$ cat src/rtl/vga_timing_pkg.sv
// Default VGA 640x480@60 timing constants, derived totals/widths and scan FSM encoding.
package vga_timing_pkg;

   localparam int unsigned H_ACTIVE = 640;
   localparam int unsigned H_FP     = 16;
   localparam int unsigned H_SYNC   = 96;
   localparam int unsigned H_BP     = 48;
   localparam int unsigned V_ACTIVE = 480;
   localparam int unsigned V_FP     = 10;
   localparam int unsigned V_SYNC   = 2;
   localparam int unsigned V_BP     = 33;
   localparam logic        SYNC_POL = 1'b0;

   localparam int unsigned H_TOTAL = H_ACTIVE + H_FP + H_SYNC + H_BP;
   localparam int unsigned V_TOTAL = V_ACTIVE + V_FP + V_SYNC + V_BP;

   localparam int unsigned RGB_W = 12;

   // Bits needed to hold 0..n-1 (at least one).
   function automatic int unsigned cnt_width(input int unsigned n);
      return (n > 1) ? $clog2(n) : 1;
   endfunction

   localparam int unsigned HCNT_W = cnt_width(H_TOTAL);
   localparam int unsigned VCNT_W = cnt_width(V_TOTAL);
   localparam int unsigned ADDR_W = cnt_width(H_ACTIVE * V_ACTIVE);

   typedef enum logic [0:0] {StIdle, StScan} scan_state_e;

endpackage

$ cat src/rtl/vga_timing_cnt.sv
// Horizontal/vertical raster counters with wrap, run/hold control and end-of-frame flag.
module vga_timing_cnt
   import vga_timing_pkg::*;
#(
   parameter int unsigned HTotal = H_TOTAL,
   parameter int unsigned VTotal = V_TOTAL,
   parameter int unsigned HW     = cnt_width(HTotal),
   parameter int unsigned VW     = cnt_width(VTotal)
) (
   input  logic          clk_i,
   input  logic          rst_n,
   input  logic          run_i,
   output logic [HW-1:0] hcnt_o,
   output logic [VW-1:0] vcnt_o,
   output logic          eof_o
);

   localparam logic [HW-1:0] HLast = HW'(HTotal - 1);
   localparam logic [VW-1:0] VLast = VW'(VTotal - 1);

   logic [HW-1:0] hcnt_q, hcnt_d;
   logic [VW-1:0] vcnt_q, vcnt_d;
   logic          hwrap, vwrap;

   // Advance the raster position while running; hold otherwise.
   always_comb begin
      hwrap  = (hcnt_q == HLast);
      vwrap  = (vcnt_q == VLast);
      hcnt_d = hcnt_q;
      vcnt_d = vcnt_q;
      if (run_i) begin
         if (hwrap) begin
            hcnt_d = '0;
            vcnt_d = vwrap ? '0 : vcnt_q + 1'b1;
         end else begin
            hcnt_d = hcnt_q + 1'b1;
         end
      end
   end

   // Counter state registers.
   always_ff @(posedge clk_i or negedge rst_n) begin
      if (!rst_n) begin
         hcnt_q <= '0;
         vcnt_q <= '0;
      end else begin
         hcnt_q <= hcnt_d;
         vcnt_q <= vcnt_d;
      end
   end

   assign hcnt_o = hcnt_q;
   assign vcnt_o = vcnt_q;
   assign eof_o  = hwrap && vwrap;

endmodule

$ cat src/rtl/vga_scan_rd.sv
// Frame-buffer scan-out reader: raster timing, linear read address, 2-stage output pipeline.
module vga_scan_rd
   import vga_timing_pkg::*;
#(
   parameter int unsigned HActive = H_ACTIVE,
   parameter int unsigned HFp     = H_FP,
   parameter int unsigned HSync   = H_SYNC,
   parameter int unsigned HBp     = H_BP,
   parameter int unsigned VActive = V_ACTIVE,
   parameter int unsigned VFp     = V_FP,
   parameter int unsigned VSync   = V_SYNC,
   parameter int unsigned VBp     = V_BP,
   parameter logic        SyncPol = SYNC_POL
) (
   input  logic             rclk_i,
   input  logic             rst_n,
   input  logic             en_i,
   output logic [31:0]      raddr_o,
   input  logic [RGB_W-1:0] rdata_i,
   output logic [3:0]       vga_r_o,
   output logic [3:0]       vga_g_o,
   output logic [3:0]       vga_b_o,
   output logic             vga_hs_o,
   output logic             vga_vs_o,
   output logic             vga_de_o,
   output logic             frame_start_o
);

   localparam int unsigned HTotal = HActive + HFp + HSync + HBp;
   localparam int unsigned VTotal = VActive + VFp + VSync + VBp;
   localparam int unsigned HW     = cnt_width(HTotal);
   localparam int unsigned VW     = cnt_width(VTotal);
   localparam int unsigned AddrW  = cnt_width(HActive * VActive);

   localparam logic [HW-1:0] HActLast   = HW'(HActive - 1);
   localparam logic [HW-1:0] HSyncFirst = HW'(HActive + HFp);
   localparam logic [HW-1:0] HSyncLast  = HW'(HActive + HFp + HSync - 1);
   localparam logic [VW-1:0] VActLast   = VW'(VActive - 1);
   localparam logic [VW-1:0] VSyncFirst = VW'(VActive + VFp);
   localparam logic [VW-1:0] VSyncLast  = VW'(VActive + VFp + VSync - 1);

   scan_state_e state_q, state_d;
   logic        scan;

   logic [HW-1:0]    hcnt;
   logic [VW-1:0]    vcnt;
   logic             eof;
   logic [AddrW-1:0] addr_q, addr_d;

   // Stage 0 flags
   logic act0, hs0, vs0, first0, last0;
   // Stage 1 flags (aligned with rdata)
   logic act1_q, hs1_q, vs1_q, first1_q;
   // Stage 2 pin registers
   logic [RGB_W-1:0] rgb_q;
   logic             de_q, hs_q, vs_q, fs_q;

   vga_timing_cnt #(
      .HTotal (HTotal),
      .VTotal (VTotal),
      .HW     (HW),
      .VW     (VW)
   ) u_cnt (
      .clk_i  (rclk_i),
      .rst_n  (rst_n),
      .run_i  (scan),
      .hcnt_o (hcnt),
      .vcnt_o (vcnt),
      .eof_o  (eof)
   );

   // Scan FSM next state: en is honoured only at a frame boundary.
   always_comb begin
      state_d = state_q;
      unique case (state_q)
         StIdle: if (en_i) state_d = StScan;
         StScan: if (eof && !en_i) state_d = StIdle;
         default: state_d = StIdle;
      endcase
   end

   // Stage-0 raster flags and next read address.
   always_comb begin
      scan   = (state_q == StScan);
      act0   = scan && (hcnt <= HActLast) && (vcnt <= VActLast);
      hs0    = scan && (hcnt >= HSyncFirst) && (hcnt <= HSyncLast);
      vs0    = scan && (vcnt >= VSyncFirst) && (vcnt <= VSyncLast);
      first0 = scan && (hcnt == '0) && (vcnt == '0);
      last0  = act0 && (hcnt == HActLast) && (vcnt == VActLast);
      addr_d = addr_q;
      if (!scan || last0) begin
         addr_d = '0;
      end else if (act0) begin
         addr_d = addr_q + 1'b1;
      end
   end

   // FSM state and address counter.
   always_ff @(posedge rclk_i or negedge rst_n) begin
      if (!rst_n) begin
         state_q <= StIdle;
         addr_q  <= '0;
      end else begin
         state_q <= state_d;
         addr_q  <= addr_d;
      end
   end

   // Two-stage pipeline: delay flags past the RAM latency, then register pins.
   always_ff @(posedge rclk_i or negedge rst_n) begin
      if (!rst_n) begin
         act1_q   <= 1'b0;
         hs1_q    <= 1'b0;
         vs1_q    <= 1'b0;
         first1_q <= 1'b0;
         rgb_q    <= '0;
         de_q     <= 1'b0;
         hs_q     <= ~SyncPol;
         vs_q     <= ~SyncPol;
         fs_q     <= 1'b0;
      end else begin
         act1_q   <= act0;
         hs1_q    <= hs0;
         vs1_q    <= vs0;
         first1_q <= first0;
         rgb_q    <= act1_q ? rdata_i : '0;
         de_q     <= act1_q;
         hs_q     <= hs1_q ? SyncPol : ~SyncPol;
         vs_q     <= vs1_q ? SyncPol : ~SyncPol;
         fs_q     <= first1_q;
      end
   end

   assign raddr_o       = 32'(addr_q);
   assign vga_r_o       = rgb_q[11:8];
   assign vga_g_o       = rgb_q[7:4];
   assign vga_b_o       = rgb_q[3:0];
   assign vga_de_o      = de_q;
   assign vga_hs_o      = hs_q;
   assign vga_vs_o      = vs_q;
   assign frame_start_o = fs_q;

endmodule

$ cat config.mk
export PLATFORM = sky130hd
export DESIGN_NAME = vga_scan_rd
export DESIGN_NICKNAME = d
export VERILOG_FILES = /design/src/rtl/vga_timing_pkg.sv /design/src/rtl/vga_timing_cnt.sv /design/src/rtl/vga_scan_rd.sv
export SDC_FILE = /design/constraint.sdc
export NUM_CORES = 1
export LEC_CHECK = 0
export CAP_MARGIN = 10
export CORE_ASPECT_RATIO = 0.7
export CORE_MARGIN = 2
export CORE_UTILIZATION = 50
export CTS_CLUSTER_SIZE = 10
export DETAILED_ROUTE_END_ITERATION = 16
export GPL_TIMING_DRIVEN = 0
export PLACE_DENSITY = 0.79
export SLEW_MARGIN = 20
export SYNTH_ARGS = -nofsm -noshare
export SYNTH_HDL_FRONTEND = slang
export SYNTH_SLANG_ARGS = --single-unit
$ cat constraint.sdc
create_clock -name rclk_i -period 2.7 [get_ports rclk_i]
set_input_delay 0.27 -clock rclk_i [delete_from_list [all_inputs] [get_ports rclk_i]]
set_output_delay 0.27 -clock rclk_i [all_outputs]
set_load 0.005 [all_outputs]
==> flow_metrics.py <==
metrics = {
    "outcome": {
        "status": "finished clean",
    },
    "timing": {
        "finalSetupViolations": 0,
        "tightestPinTransition_ns": 0.726,
        "fin_skew_ns": 0.0121,
        "rsz0062_at_grt": "no",
        "drv_slew": 0,
        "fmaxAchievable_mhz": 423,
        "min_period_over_period_pct": 87.5,
        "period_needed_ns": 2.36,
        "relSlewSlack_pct": 51.6,
        "finalHoldViolCount": 0,
    },
    "routing": {
        "avgRoutedWirePerCell_um": 13.4,
        "dr.pass1.iters": 4,
        "drc": 0,
        "drt_iter0_drc": 150,
        "via_per_inst": 5.19,
        "drtAntennaViolNets": 0,
        "wl_mm": 5.85,
        "vias": 2274,
    },
    "floorplan": {
        "ios": 63,
        "design.core.area_um2": 5640,
        "initial_core_util_pct": 51.3,
        "num_rows": 23,
        "die_area_um2": 6420,
        "die_w_um": 94.9,
        "die_h_um": 67.6,
    },
    "place": {
        "post_dp_cell_area_um2": 3520,
        "place_hpwl_mm": 4.05,
        "io_buffers": 49,
        "routabilityCongestion": 0.859,
    },
    "worst_hold_path": {
        "min_path_type": "flop to flop",
        "hp-start": "hs1_q$_DFF_PN0_",
    },
    "synthesis": {
        "synth-main-ff-cell": "dfrtp_1",
        "yosysSeqAreaShare_pct": 52.0,
        "netlist-cell-type-count": 45,
        "syn_area_um2": 2890,
        "avgSynthCellArea_um2": 10.2,
        "ys_seq_elements": 60,
        "synthArstFlopShare_pct": 100,
        "synth-edff-count": 0,
        "synth_cells": 285,
        "synth_warnings": 0,
    },
    "pwr": {
        "pwr-share-comb_pct": 17.6,
        "power_switching_mw": 0.689,
        "p_int_mw": 1.78,
        "power_leakage_nw": 1.62,
        "ir_drop_v": 0.000422,
        "power.density_nw_per_um2": 660,
        "seqPwrFrac_pct": 47.0,
        "swShare_pct": 27.9,
        "power_frac_clock_pct": 35.3,
    },
    "finish": {
        "fin_area_um2": 3750,
        "diodes": 0,
        "drive_gt1_share_pct": 11.0,
        "num-nets-final": 379,
        "final_core_util_pct": 66.4,
        "area_growth_pct": 29.5,
    },
    "critical_path": {
        "cp-end-kind": "flop",
        "cp-start-kind": "flop",
        "path_class": "flop to flop",
        "r2r_start": "u_cnt.vcnt_o[5]$_DFFE_PN0P_",
        "cp.arrival_ns": 2.60,
        "slowest_delay_ns": 0.52,
        "cp_top_family": "simple AND/OR/NAND/NOR gates",
        "required_ns": 2.94,
        "cp_max_fo": 10,
        "critPathBufInv": 2,
        "crit_start": "u_cnt.vcnt_o[5]$_DFFE_PN0P_",
        "crit_chain": "buf_4, or3b_1, or4_4, o31ai_4, buf_2, nor2_1",
        "cp_slowest_cell": "o31ai_4",
    },
    "cts": {
        "cts_tree": "done",
        "post_cts_resized": 0,
        "clock-root-buffer": "clkbuf_8",
        "cts.sinks": 60,
        "clock_latency_ns": 0.35,
        "clk_pin_slew_worst_paths_ns": 0.07,
        "htree_levels": 3,
        "numCtsBuffers": 9,
        "clockBufferDepth": 2,
    },
    "grt": {
        "grt_start_max_net_pins": 61,
        "grt_pass1_vias": 2053,
        "grt_pass1_wl_mm": 9.89,
        "grt_overflow": 0,
        "antenna_found_initial": 0,
        "groute.usage.overall_pct": 20.9,
    },
    "flow_run": {
        "maxCapViolations": 0,
    },
}
-- path summary, 6_finish.rpt --
check | to | slack (ns) | depth (start not counted)
max in group asynchronous | vs1_q$_DFF_PN0_ | 1.68 | 2
min | vga_hs_o$_DFF_PN1_ | 0.35 | 1
max | addr_q[15]$_DFFE_PN0P_ | 0.34 | 6
min in group asynchronous | addr_q[14]$_DFFE_PN0P_ | 0.54 | 2
max reg2reg | addr_q[15]$_DFFE_PN0P_ | 0.34 | 6
min reg2reg | vga_hs_o$_DFF_PN1_ | 0.35 | 1
-- registers in the layout, summed over array words and instances (netlist names) --
signal	count
rgb_q	12
u_cnt.hcnt_o	10
vga_hs_o	1
first1_q	1
u_cnt.vcnt_o	10
addr_q	19
act1_q	1
frame_start_o	1
hs1_q	1
vs1_q	1
vga_vs_o	1
scan	1
vga_de_o	1
-- layer usage --
metal	part of all wire [%]	track usage, %
met1	46	27.5
met2	45	30.7
met3	7.8	9.71
met4	1.2	7.25
met5	0	0
-- per-stage QoR --
stage                     TNS, ns  cells  setup WS, ns  hold slack, ns  power, mW
after global placement     -26.83    421        -0.465           0.333       1.59
after detailed placement        0    421         0.334           0.343       1.61
final                           0    438         0.337           0.347       2.47
after global routing            0    438         0.224           0.363       2.64
after floorplan                 0    297         0.554         -0.0256       1.38
after CTS                       0    438         0.319           0.346       2.51
-- worst reg2reg max path, cell delays in order (launching register included) --
cell and delay (ns):
dfrtp_1 0.36, buf_4 0.16, or3b_1 0.37, or4_4 0.43, o31ai_4 0.52, buf_2 0.32
nor2_1 0.08
-- cell usage after synthesis, types with 3 or more instances --
cell type | n | area, µm²
nor3_1 | 7 | 35.0
and3_1 | 4 | 25.0
nand4_1 | 11 | 68.8
xnor2_1 | 16 | 140
o21ai_0 | 10 | 50.1
nand2_1 | 19 | 71.3
and2_1 | 15 | 93.8
and4_1 | 6 | 52.6
ha_1 | 6 | 75.1
inv_1 | 10 | 37.5
buf_4 | 14 | 105
o31ai_1 | 4 | 30.0
nor2b_1 | 3 | 18.8
nand3_1 | 12 | 60.1
xor2_1 | 8 | 70.1
clkbuf_1 | 6 | 22.5
nor2_1 | 34 | 128
nor4_1 | 7 | 43.8
dfrtp_1 | 58 | 1450
-- power by group through the flow --
stage / Clock [mW] / Combinational, mW / Sequential, mW
after global placement: 0 / 0.420 / 1.17
after floorplan: 0 / 0.236 / 1.14
final: 0.873 / 0.436 / 1.16
after CTS: 0.906 / 0.440 / 1.16
after global routing: 0.953 / 0.503 / 1.19
after detailed placement: 0 / 0.432 / 1.17
-- logic make-up (layout without fill, tap and decap cells) --
| kind of cell | count (synthesis) | after routing | share of synthesized area [%] |
|---|---|---|---|
| compound gates | 30 | 30 | 7.31 |
| xor+xnor | 24 | 24 | 7.27 |
| fa+ha+maj | 6 | 6 | 2.60 |
| buf+inv | 32 | 98 | 6.01 |
| flops | 60 | 60 | 52.0 |
| mux | 1 | 1 | 0.346 |
| other cells | 1 | 13 | 0.130 |
| simple gates | 131 | 131 | 24.4 |
-- layout by cell type, fill, tap and decap left out, types with 3 or more instances in the layout --
cell             count
dfrtp_1             58
clkdlybuf4s50_1     48
nor2_1              34
nand2_1             19
xnor2_1             16
buf_4               15
and2_1              15
conb_1              13
nand3_1             12
nand4_1             11
inv_1               10
o21ai_0             10
clkbuf_8             9
xor2_1               8
clkbuf_1             7
nor3_1               7
nor4_1               7
and4_1               6
ha_1                 6
and3_1               4
o31ai_1              4
nor2b_1              3
-- layout make-up --
type / count / area, µm²
clock inverter: 6 / 88.8
fill: 467 / 1890
inverter: 10 / 37.5
multi-input combinational: 205 / 1260
buffer: 22 / 136
clock buffer: 10 / 128
sequential: 60 / 1500
tap: 75 / 93.8
timing repair buffer: 50 / 498
-- repair_timing --
action | CTS | global route
endpoints found under the hold margin | 26 | 0
hold buffers | 1 | 0
buffers inserted | 0 | 0
(Power assumes the default switching activity.)
